**src/rtl/int4_vec_packer.sv**
```systemverilog
// -----------------------------------------------------------------------------
// int4_vec_packer
//
// Producer side of the packed INT4 dot-product interface. Paired A/B beats of
// eight signed INT4 nibbles are assembled into VEC_W-bit lane vectors (66
// nibble lanes, payload in lanes LANE_OFF..LANE_OFF+31, every other lane zero)
// and handed to the MAC array over a valid/ready handshake.
//
// The block is double-buffered: an assembly buffer collects the next vector
// while the output register holds the previous one until it is consumed.
//
// Optional feature macro: INT4_PACK_CLAMP_EN
//   defined   : every input nibble 4'b1000 (-8) is replaced by 4'b1001 (-7) on
//               both A and B before packing (symmetric quantization range).
//   undefined : nibbles pass through unchanged; no clamp logic is built.
//
// Ports
//   clk       in   1     clock, all state updates on the rising edge
//   rst_n     in   1     asynchronous active-low reset
//   s_valid   in   1     input beat valid
//   s_ready   out  1     packer can accept a beat
//   s_a_data  in   32    8 INT4 A elements, element k in bits [4k+3:4k]
//   s_b_data  in   32    8 INT4 B elements, same layout
//   s_last    in   1     final beat of the current vector (rest zero-padded)
//   m_valid   out  1     output vector valid
//   m_ready   in   1     consumer accepts the vector
//   m_a_vec   out  264   packed A vector
//   m_b_vec   out  264   packed B vector
//   m_count   out  6     number of valid elements in the output vector (1..32)
// -----------------------------------------------------------------------------
module int4_vec_packer #(
    parameter int BEATS    = 4,
    parameter int LANE_OFF = 2,
    parameter int VEC_W    = 264
) (
    input  logic             clk,
    input  logic             rst_n,
    input  logic             s_valid,
    output logic             s_ready,
    input  logic [31:0]      s_a_data,
    input  logic [31:0]      s_b_data,
    input  logic             s_last,
    output logic             m_valid,
    input  logic             m_ready,
    output logic [VEC_W-1:0] m_a_vec,
    output logic [VEC_W-1:0] m_b_vec,
    output logic [5:0]       m_count
);

    localparam int BEAT_W = 32;
    localparam int CNT_W  = (BEATS > 1) ? $clog2(BEATS) : 1;
    localparam logic [CNT_W-1:0] LAST_BEAT = CNT_W'(BEATS - 1);

    // Optional -8 -> -7 substitution applied nibble by nibble to one beat word.
    function automatic logic [BEAT_W-1:0] clamp_word(input logic [BEAT_W-1:0] w);
        logic [BEAT_W-1:0] r;
        r = w;
`ifdef INT4_PACK_CLAMP_EN
        for (int k = 0; k < BEAT_W / 4; k++) begin
            if (w[4*k +: 4] == 4'b1000) begin
                r[4*k +: 4] = 4'b1001;
            end else begin
                r[4*k +: 4] = w[4*k +: 4];
            end
        end
`endif
        return r;
    endfunction

    // ---------------------------------------------------------------------
    // State
    // ---------------------------------------------------------------------
    logic             init_q,     init_d;      // first edge after reset seen
    logic [CNT_W-1:0] cnt_q,      cnt_d;       // beats in the open assembly
    logic [VEC_W-1:0] asm_a_q,    asm_a_d;
    logic [VEC_W-1:0] asm_b_q,    asm_b_d;
    logic             asm_done_q, asm_done_d;  // completed assembly waiting
    logic [5:0]       asm_cnt_q,  asm_cnt_d;   // element count of held assembly
    logic             m_valid_q,  m_valid_d;
    logic [VEC_W-1:0] m_a_q,      m_a_d;
    logic [VEC_W-1:0] m_b_q,      m_b_d;
    logic [5:0]       m_count_q,  m_count_d;

    // ---------------------------------------------------------------------
    // Combinational helpers
    // ---------------------------------------------------------------------
    logic             out_free_s;
    logic             beat_acc_s;
    logic             beat_last_s;
    logic [CNT_W-1:0] base_cnt_s;
    logic [CNT_W-1:0] cnt_next_s;
    logic [VEC_W-1:0] base_a_s;
    logic [VEC_W-1:0] base_b_s;
    logic [VEC_W-1:0] wr_a_s;
    logic [VEC_W-1:0] wr_b_s;
    logic [5:0]       elem_cnt_s;

    // Only stall input when a finished vector is stuck behind an unconsumed one.
    assign s_ready    = init_q && !(asm_done_q && m_valid_q && !m_ready);
    assign out_free_s = !m_valid_q || m_ready;
    assign beat_acc_s = s_valid && s_ready;

    assign m_valid = m_valid_q;
    assign m_a_vec = m_a_q;
    assign m_b_vec = m_b_q;
    assign m_count = m_count_q;

    // Assembly view a new beat lands in: a held (completed) assembly leaves for
    // the output this same cycle whenever a beat can be accepted, so the beat
    // starts a fresh, zeroed buffer at beat index 0.
    always_comb begin
        base_a_s   = asm_a_q;
        base_b_s   = asm_b_q;
        base_cnt_s = cnt_q;
        if (asm_done_q) begin
            base_a_s   = '0;
            base_b_s   = '0;
            base_cnt_s = '0;
        end else begin
            base_a_s   = asm_a_q;
            base_b_s   = asm_b_q;
            base_cnt_s = cnt_q;
        end
    end

    // Merge the incoming beat into its eight nibble lanes.
    always_comb begin
        wr_a_s      = base_a_s;
        wr_b_s      = base_b_s;
        beat_last_s = 1'b0;
        elem_cnt_s  = 6'(8 * (int'(base_cnt_s) + 1));
        cnt_next_s  = base_cnt_s;
        if (beat_acc_s) begin
            wr_a_s[4*LANE_OFF + BEAT_W*int'(base_cnt_s) +: BEAT_W] = clamp_word(s_a_data);
            wr_b_s[4*LANE_OFF + BEAT_W*int'(base_cnt_s) +: BEAT_W] = clamp_word(s_b_data);
            beat_last_s = (base_cnt_s == LAST_BEAT) || s_last;
            cnt_next_s  = base_cnt_s + CNT_W'(1);
        end else begin
            wr_a_s      = base_a_s;
            wr_b_s      = base_b_s;
            beat_last_s = 1'b0;
            cnt_next_s  = base_cnt_s;
        end
    end

    // Next-state: move completed assemblies to the output, or hold them.
    always_comb begin
        init_d     = 1'b1;
        cnt_d      = cnt_q;
        asm_a_d    = asm_a_q;
        asm_b_d    = asm_b_q;
        asm_done_d = asm_done_q;
        asm_cnt_d  = asm_cnt_q;
        // Output drops only on a handshake; loads below override this.
        m_valid_d  = m_valid_q && !m_ready;
        m_a_d      = m_a_q;
        m_b_d      = m_b_q;
        m_count_d  = m_count_q;

        if (asm_done_q && out_free_s) begin
            // Held vector goes out; any accepted beat opens the next assembly.
            m_valid_d = 1'b1;
            m_a_d     = asm_a_q;
            m_b_d     = asm_b_q;
            m_count_d = asm_cnt_q;
            asm_a_d   = wr_a_s;
            asm_b_d   = wr_b_s;
            if (beat_last_s) begin
                asm_done_d = 1'b1;
                asm_cnt_d  = elem_cnt_s;
                cnt_d      = '0;
            end else begin
                asm_done_d = 1'b0;
                asm_cnt_d  = 6'd0;
                cnt_d      = cnt_next_s;
            end
        end else if (asm_done_q) begin
            // Output still occupied: keep everything, input is stalled.
            asm_done_d = 1'b1;
        end else if (beat_last_s && out_free_s) begin
            // Completing beat goes straight to the output register.
            m_valid_d  = 1'b1;
            m_a_d      = wr_a_s;
            m_b_d      = wr_b_s;
            m_count_d  = elem_cnt_s;
            asm_a_d    = '0;
            asm_b_d    = '0;
            asm_done_d = 1'b0;
            asm_cnt_d  = 6'd0;
            cnt_d      = '0;
        end else if (beat_last_s) begin
            // Completed but the output is busy: park it in the assembly buffer.
            asm_a_d    = wr_a_s;
            asm_b_d    = wr_b_s;
            asm_done_d = 1'b1;
            asm_cnt_d  = elem_cnt_s;
            cnt_d      = '0;
        end else begin
            // Ordinary beat (or idle): keep filling the open assembly.
            asm_a_d    = wr_a_s;
            asm_b_d    = wr_b_s;
            asm_done_d = 1'b0;
            cnt_d      = cnt_next_s;
        end
    end

    // State registers with asynchronous clear.
    always_ff @(posedge clk or negedge rst_n) begin
        if (!rst_n) begin
            init_q     <= 1'b0;
            cnt_q      <= '0;
            asm_a_q    <= '0;
            asm_b_q    <= '0;
            asm_done_q <= 1'b0;
            asm_cnt_q  <= 6'd0;
            m_valid_q  <= 1'b0;
            m_a_q      <= '0;
            m_b_q      <= '0;
            m_count_q  <= 6'd0;
        end else begin
            init_q     <= init_d;
            cnt_q      <= cnt_d;
            asm_a_q    <= asm_a_d;
            asm_b_q    <= asm_b_d;
            asm_done_q <= asm_done_d;
            asm_cnt_q  <= asm_cnt_d;
            m_valid_q  <= m_valid_d;
            m_a_q      <= m_a_d;
            m_b_q      <= m_b_d;
            m_count_q  <= m_count_d;
        end
    end

endmodule

```
**config.mk**
```make
export PLATFORM = sky130hd
export DESIGN_NAME = int4_vec_packer
export DESIGN_NICKNAME = d
export VERILOG_FILES = /design/src/rtl/int4_vec_packer.sv
export SDC_FILE = /design/constraint.sdc
export NUM_CORES = 2
export LEC_CHECK = 0
export CAP_MARGIN = 20
export CORE_ASPECT_RATIO = 0.5
export CORE_UTILIZATION = 35
export DETAILED_ROUTE_END_ITERATION = 7
export SLEW_MARGIN = 5
export SYNTH_ARGS = -nofsm -noshare
export SYNTH_HDL_FRONTEND = slang
export SYNTH_SLANG_ARGS = --single-unit
```
**constraint.sdc**
```tcl
create_clock -name clk -period 5.2 [get_ports clk]
set_clock_uncertainty 0.15 [all_clocks]
set_input_delay 0.52 -clock clk [delete_from_list [all_inputs] [get_ports clk]]
set_output_delay 0.52 -clock clk [all_outputs]
set_load 0.05 [all_outputs]
```
# --- Word-level counts from Yosys, hierarchy flattened ---
# Cells that the tools add are included.
totals:
  out_inout_bits: 536
  wordCells: 75
  register_bits: 1073
classes:
  add_sub_neg: 4
  n_shift: 3
  mux: 40
  n_reduce_logical: 16
  n_eq_ne: 2
op_table:
  columns: ["cell", "n"]
  rows:
  - ["two-way mux 264 bit", 16]
  - ["bitwise mux 264 bit", 2]
  - ["variable part select 32 x 33 -> 264 bit", 2]
  - ["variable shift 32 x 33 -> 264 bit (first input constant)", 1]
  - ["two-way mux 6 bit", 8]
  - ["negator 8 -> 33 bit", 1]
  - ["two-way mux 2 bit", 6]
  - ["adder 4 x 7 -> 8 bit (first input constant)", 1]
  - ["two-way mux 1 bit", 8]
  - ["logical AND 1 bit", 7]
  - ["AND reduction 2 bit", 2]
  - ["adder 2 x 1 -> 3 bit (second input constant)", 1]
  - ["zero test 1 bit", 3]
  - ["nonzero test 3 bit", 1]
  - ["adder 2 x 1 -> 2 bit (second input constant)", 1]
  - ["== test 2 bit (second input constant)", 1]
  - ["logical OR 1 bit", 2]
  - ["!= test 2 x 1 -> 1 bit (second input constant)", 1]
  - ["nonzero test 2 bit", 1]

# --- Longest topological paths before layout ---
logic_depth:
  word_depth: 10
  mapped_depth: 10
  mapped_depth_nobuf: 7

# --- Worst setup path before layout ---
# Ideal clock, no wire load.
synth_timing:
  path_type: "reg-to-reg"
  start: "register cnt_q[0]"
  end: "register m_a_q[60] (netlist: m_a_vec[60])"
  setup_slack_ns: 2.960
  arrival_ns: 1.956
  stages_incl_launch_ff: 11
  cell_sequence: "dfrtp_1 buf_2 nand2b_1 inv_1 ha_1 and3_1 buf_2 clkbuf_1 nor3b_1 a311oi_1 o31ai_1"
synth_via:
  elab_chain_len: 9
synth_lines:
  columns: ["item", "line_no", "rtl"]
  rows:
  - ["start, declared", "74", "logic [CNT_W-1:0] cnt_q, cnt_d;"]
  - ["start signal, assigned", "222", "cnt_q <= cnt_d;"]
  - ["two-way mux 2 bit (*)", "115", "if (asm_done_q) begin"]
  - ["adder 4 x 7 -> 8 bit", "134", "wr_a_s[4*LANE_OFF + BEAT_W*int'(base_cnt_s) +: BEAT_W] = clamp_word(s_a_data);"]
  - ["negator 8 -> 33 bit", "134", null]
  - ["variable part select 32 x 33 -> 264 bit or variable shift 32 x 33 -> 264 bit (tied branches)", "134", null]
  - ["bitwise mux 264 bit", "134", null]
  - ["two-way mux 264 bit", "133", "if (beat_acc_s) begin"]
  - ["two-way mux 264 bit", "180", "end else if (beat_last_s && out_free_s) begin"]
  - ["two-way mux 264 bit", "177", "end else if (asm_done_q) begin"]
  - ["two-way mux 264 bit", "160", "if (asm_done_q && out_free_s) begin"]
  - ["end signal, assigned", "228", "m_a_q <= m_a_d;"]
  - ["end, declared", "80", "logic [VEC_W-1:0] m_a_q, m_a_d;"]
# Mark *: on every way between the ends. The rest lies on a longest branch, timed or not. The select of a mux whose other input is x is not followed.
# A chain may end at the register's enable or synchronous reset.

# --- Final worst setup path ---
layout_timing:
  start: "register m_valid_q (netlist: m_valid)"
  end: "output s_ready"
layout_via:
  elab_chain_len: 4
layout_lines:
  columns: ["item", "line_no", "rtl"]
  rows:
  - ["start, declared", "79", "logic m_valid_q, m_valid_d;"]
  - ["start signal, assigned", "227", "m_valid_q <= m_valid_d;"]
  - ["logical AND 1 bit (2 in a row)", "99", "assign s_ready = init_q && !(asm_done_q && m_valid_q && !m_ready);"]
  - ["zero test 1 bit", "99", null]
  - ["logical AND 1 bit", "99", null]
  - ["end, declared", "39", "output logic s_ready,"]
# No other way between the ends.

==> out/metrics.yaml <==
status: "finished clean"
ios: 605
whs_ps: 275.5
ant_nets: 0
fin_crit_ps: 3664
powerDensity_mw_per_mm2: 412.5
wl_um: 124100
finalNetCount: 3841
ys_seq_area_share_pct: 63.46
drive_gt1_share_pct: 12.96
first_pass_iters: 6
grt_max_degree: 251
drc_errors: 0
synth-async-reset-ratio_pct: 100.0
sw_frac_of_total_pct: 32.60
routabilityCongestion: 0.8185
cts_inserted_buffers: 97
final_area_mm2: 0.05260
critical_path_class: "register to output pin"
endpoint_kind: "output pin"
slew_viol_final: 0
grt_pass1_vias: 29394
maxCapViolCount: 0
ir_worst_vdd_mv: 0.2206
clk-insertion-delay-late_ps: 710
seqPwrFrac_pct: 44.3
coreArea_mm2: 0.1186
critical_path_arrival_ps: 2990
ys_ff_latch: 1067
syn_to_final_growth_pct: 25.02
worst_pin_slew_ps: 1373
placed_area_mm2: 0.04939
worstSetupStartpoint: "m_valid"
root_buffer: "clkbuf_16"
max_freq_ghz: 0.2729
grt_pass1_wl_um: 188700
fp.dieH_um: 247.2
layout_common_cells: "dfrtp_1, clkdlybuf4s50_1, nand2_1"
hold_viol: 0
setup-violations-final: 0
rsz0062_at_grt: "false"
cp_num_buf_inv: 1
std_cell_rows: 89
cts_htree_levels: 3
intPower_mw: 14.63
power_switching_mw: 7.075
synthCells: 3354
synth.avg_cell_area_um2: 12.55
start_kind: "register"
io_buffers: 601
reg2reg_to: "m_a_vec[45]"
r2r-start: "asm_done_q"
clock_sinks: 1067
synth_edf_count: 0
combinationalPowerShare_pct: 22.2
critical_path.max_fanout: 10
setup_tns_ps: 0
synth_cell_types: 55
vias_per_cell: 5.363
fillCellCount: 10740
ys_warn_count: 0
fin_ws_ps: 1536
path_cells: "nor2b_1, nand2_1, and2_1, clkdlybuf4s50_1"
antenna_found_initial: 10
num_vias: 29191
syn_area_mm2: 0.04208
start_util_pct: 35.48
p_clk_share_pct: 33.5
min_path_type: "primary input to async pin"
routedWlPerCell_um: 22.80
reg2reg_depth: 5
cts.clk_slew.worst_paths_ps: 70
slew_headroom_pct: 8.467
synth_ff_type: "dfrtp_1"
worstPathRequired_ps: 4530
cts_tree: "yes"
pre_cts_ws_ps: 1424
die_w_um: 492.3
p_leak_nw: 24.00
crit_slowest_cell: "nor2b_1"
dp_hpwl_um: 76810
ff2ff_setup_slack_ps: 1920
final_common_cell: "dfrtp_1"
grt_usage_pct: 20.13
cp_top_family: "simple AND/OR/NAND/NOR gates"
finalCritPeriodShare_pct: 70.47
globalRouteOverflowTotal: 0
dieArea_mm2: 0.1217
clockBufferDepth: 3
power_mw: 21.70
drtIter0Drc: 2621
slowest_delay_ps: 760
## synthesized netlist by cell type (2+ instances only)
cell,instances,share of area (%)
and4_1,56,1.2
inv_1,11,0.098
nor3b_1,64,1.1
nand3_1,3,0.036
mux2_2,272,7.3
a211oi_1,2,0.036
and2_1,275,4.1
and3_1,19,0.28
conb_1,2,0.018
a22o_1,192,4.0
nor2_1,68,0.61
buf_1,10,0.089
nand2_1,354,3.2
a31oi_1,65,0.97
a21o_1,2,0.036
dfrtp_1,1067,63
nor3_2,2,0.048
a21oi_1,118,1.4
o21ai_0,67,0.80
buf_4,3,0.054
buf_2,128,1.5
a311oi_1,64,1.3
clkbuf_2,2,0.024
clkbuf_1,202,1.8
a211oi_2,2,0.059
nor3_1,5,0.059
o21ai_1,14,0.17
nand2b_1,3,0.045
a22oi_1,10,0.18
inv_2,2,0.018
o31ai_1,64,1.1
a221o_1,183,4.4
## area by class of cell
cell class | instances | area (um^2) | area share, %
flip-flops and latches | 1067 | 26700 | 50.77
well taps | 1592 | 1992 | 3.787
diodes | 7 | 17.52 | 0.03330
clock buffers | 141 | 2745 | 5.219
inverters | 13 | 51.30 | 0.09752
multi-input cells | 1931 | 14000 | 26.61
clock inverters | 31 | 409.1 | 0.7778
repair buffers | 661 | 6686 | 12.71
## state kept, by name (all words and copies together) (netlist names)
register,cells
asm_a_q,264
asm_b_q,264
m_a_vec,264
m_b_vec,264
asm_cnt_q,3
m_count,3
cnt_q,2
asm_done_q,1
init_q,1
m_valid,1
## power by group through the flow
stage	Clock, mW	Sequential, mW	Combinational, mW
2_1_floorplan	0	11.2	1.41
3_3_place_gp	0	9.73	4.77
3_5_place_dp	0	9.76	4.83
4_1_cts	7.49	9.61	4.83
5_1_grt	7.83	9.69	5.03
6_report	7.27	9.62	4.81
## logic make-up after synthesis
| kind of cell | share of synthesized area (%) |
|---|---|
| buffers and inverters | 3.607 |
| other | 0.01785 |
| muxes | 7.279 |
| adders and majority gates | 0.02973 |
| and+or+nand+nor | 10.87 |
| DFF | 63.46 |
| AOI/OAI and AO/OA | 14.74 |
## layer usage
| metal | vias up | global-route usage, % | share of wire, % |
|---|---|---|---|
| li1 | 12905 | - | - |
| met1 | 15050 | 24.70 | 39 |
| met2 | 945 | 33.55 | 49 |
| met3 | 289 | 3.790 | 5.5 |
| met4 | 2 | 11.27 | 5.6 |
| met5 | - | 0 | 0.010 |
## worst max-delay path by stage
| stage | endpoint | slack (ps) | cells after the start |
|---|---|---|---|
| CTS | s_ready | 1470 | 4 |
| detailed placement | asm_b_q[116] | 1420 | 6 |
| global route | s_ready | 1390 | 4 |
| global placement | asm_b_q[114] | 1470 | 6 |
| finish | s_ready | 1540 | 4 |
| floorplan | m_a_vec[60] | 2960 | 10 |
## through the flow
| step | util (%) | std cells |
|---|---|---|
| final | 44.36 | 5443 |
| after global placement | 41.65 | 5261 |
| after CTS | 44.32 | 5434 |
| after detailed placement | 41.65 | 5261 |
| after floorplan | - | 3356 |
| after global routing | 44.36 | 5443 |
## repair_timing
| item | in CTS | in global routing |
|---|---|---|
| setup buffers | 0 | 0 |
| hold buffers | 1 | 0 |
| gates resized for setup | 0 | 0 |
| hold endpoints to repair | 85 | 0 |
(Power assumes the default switching activity.)
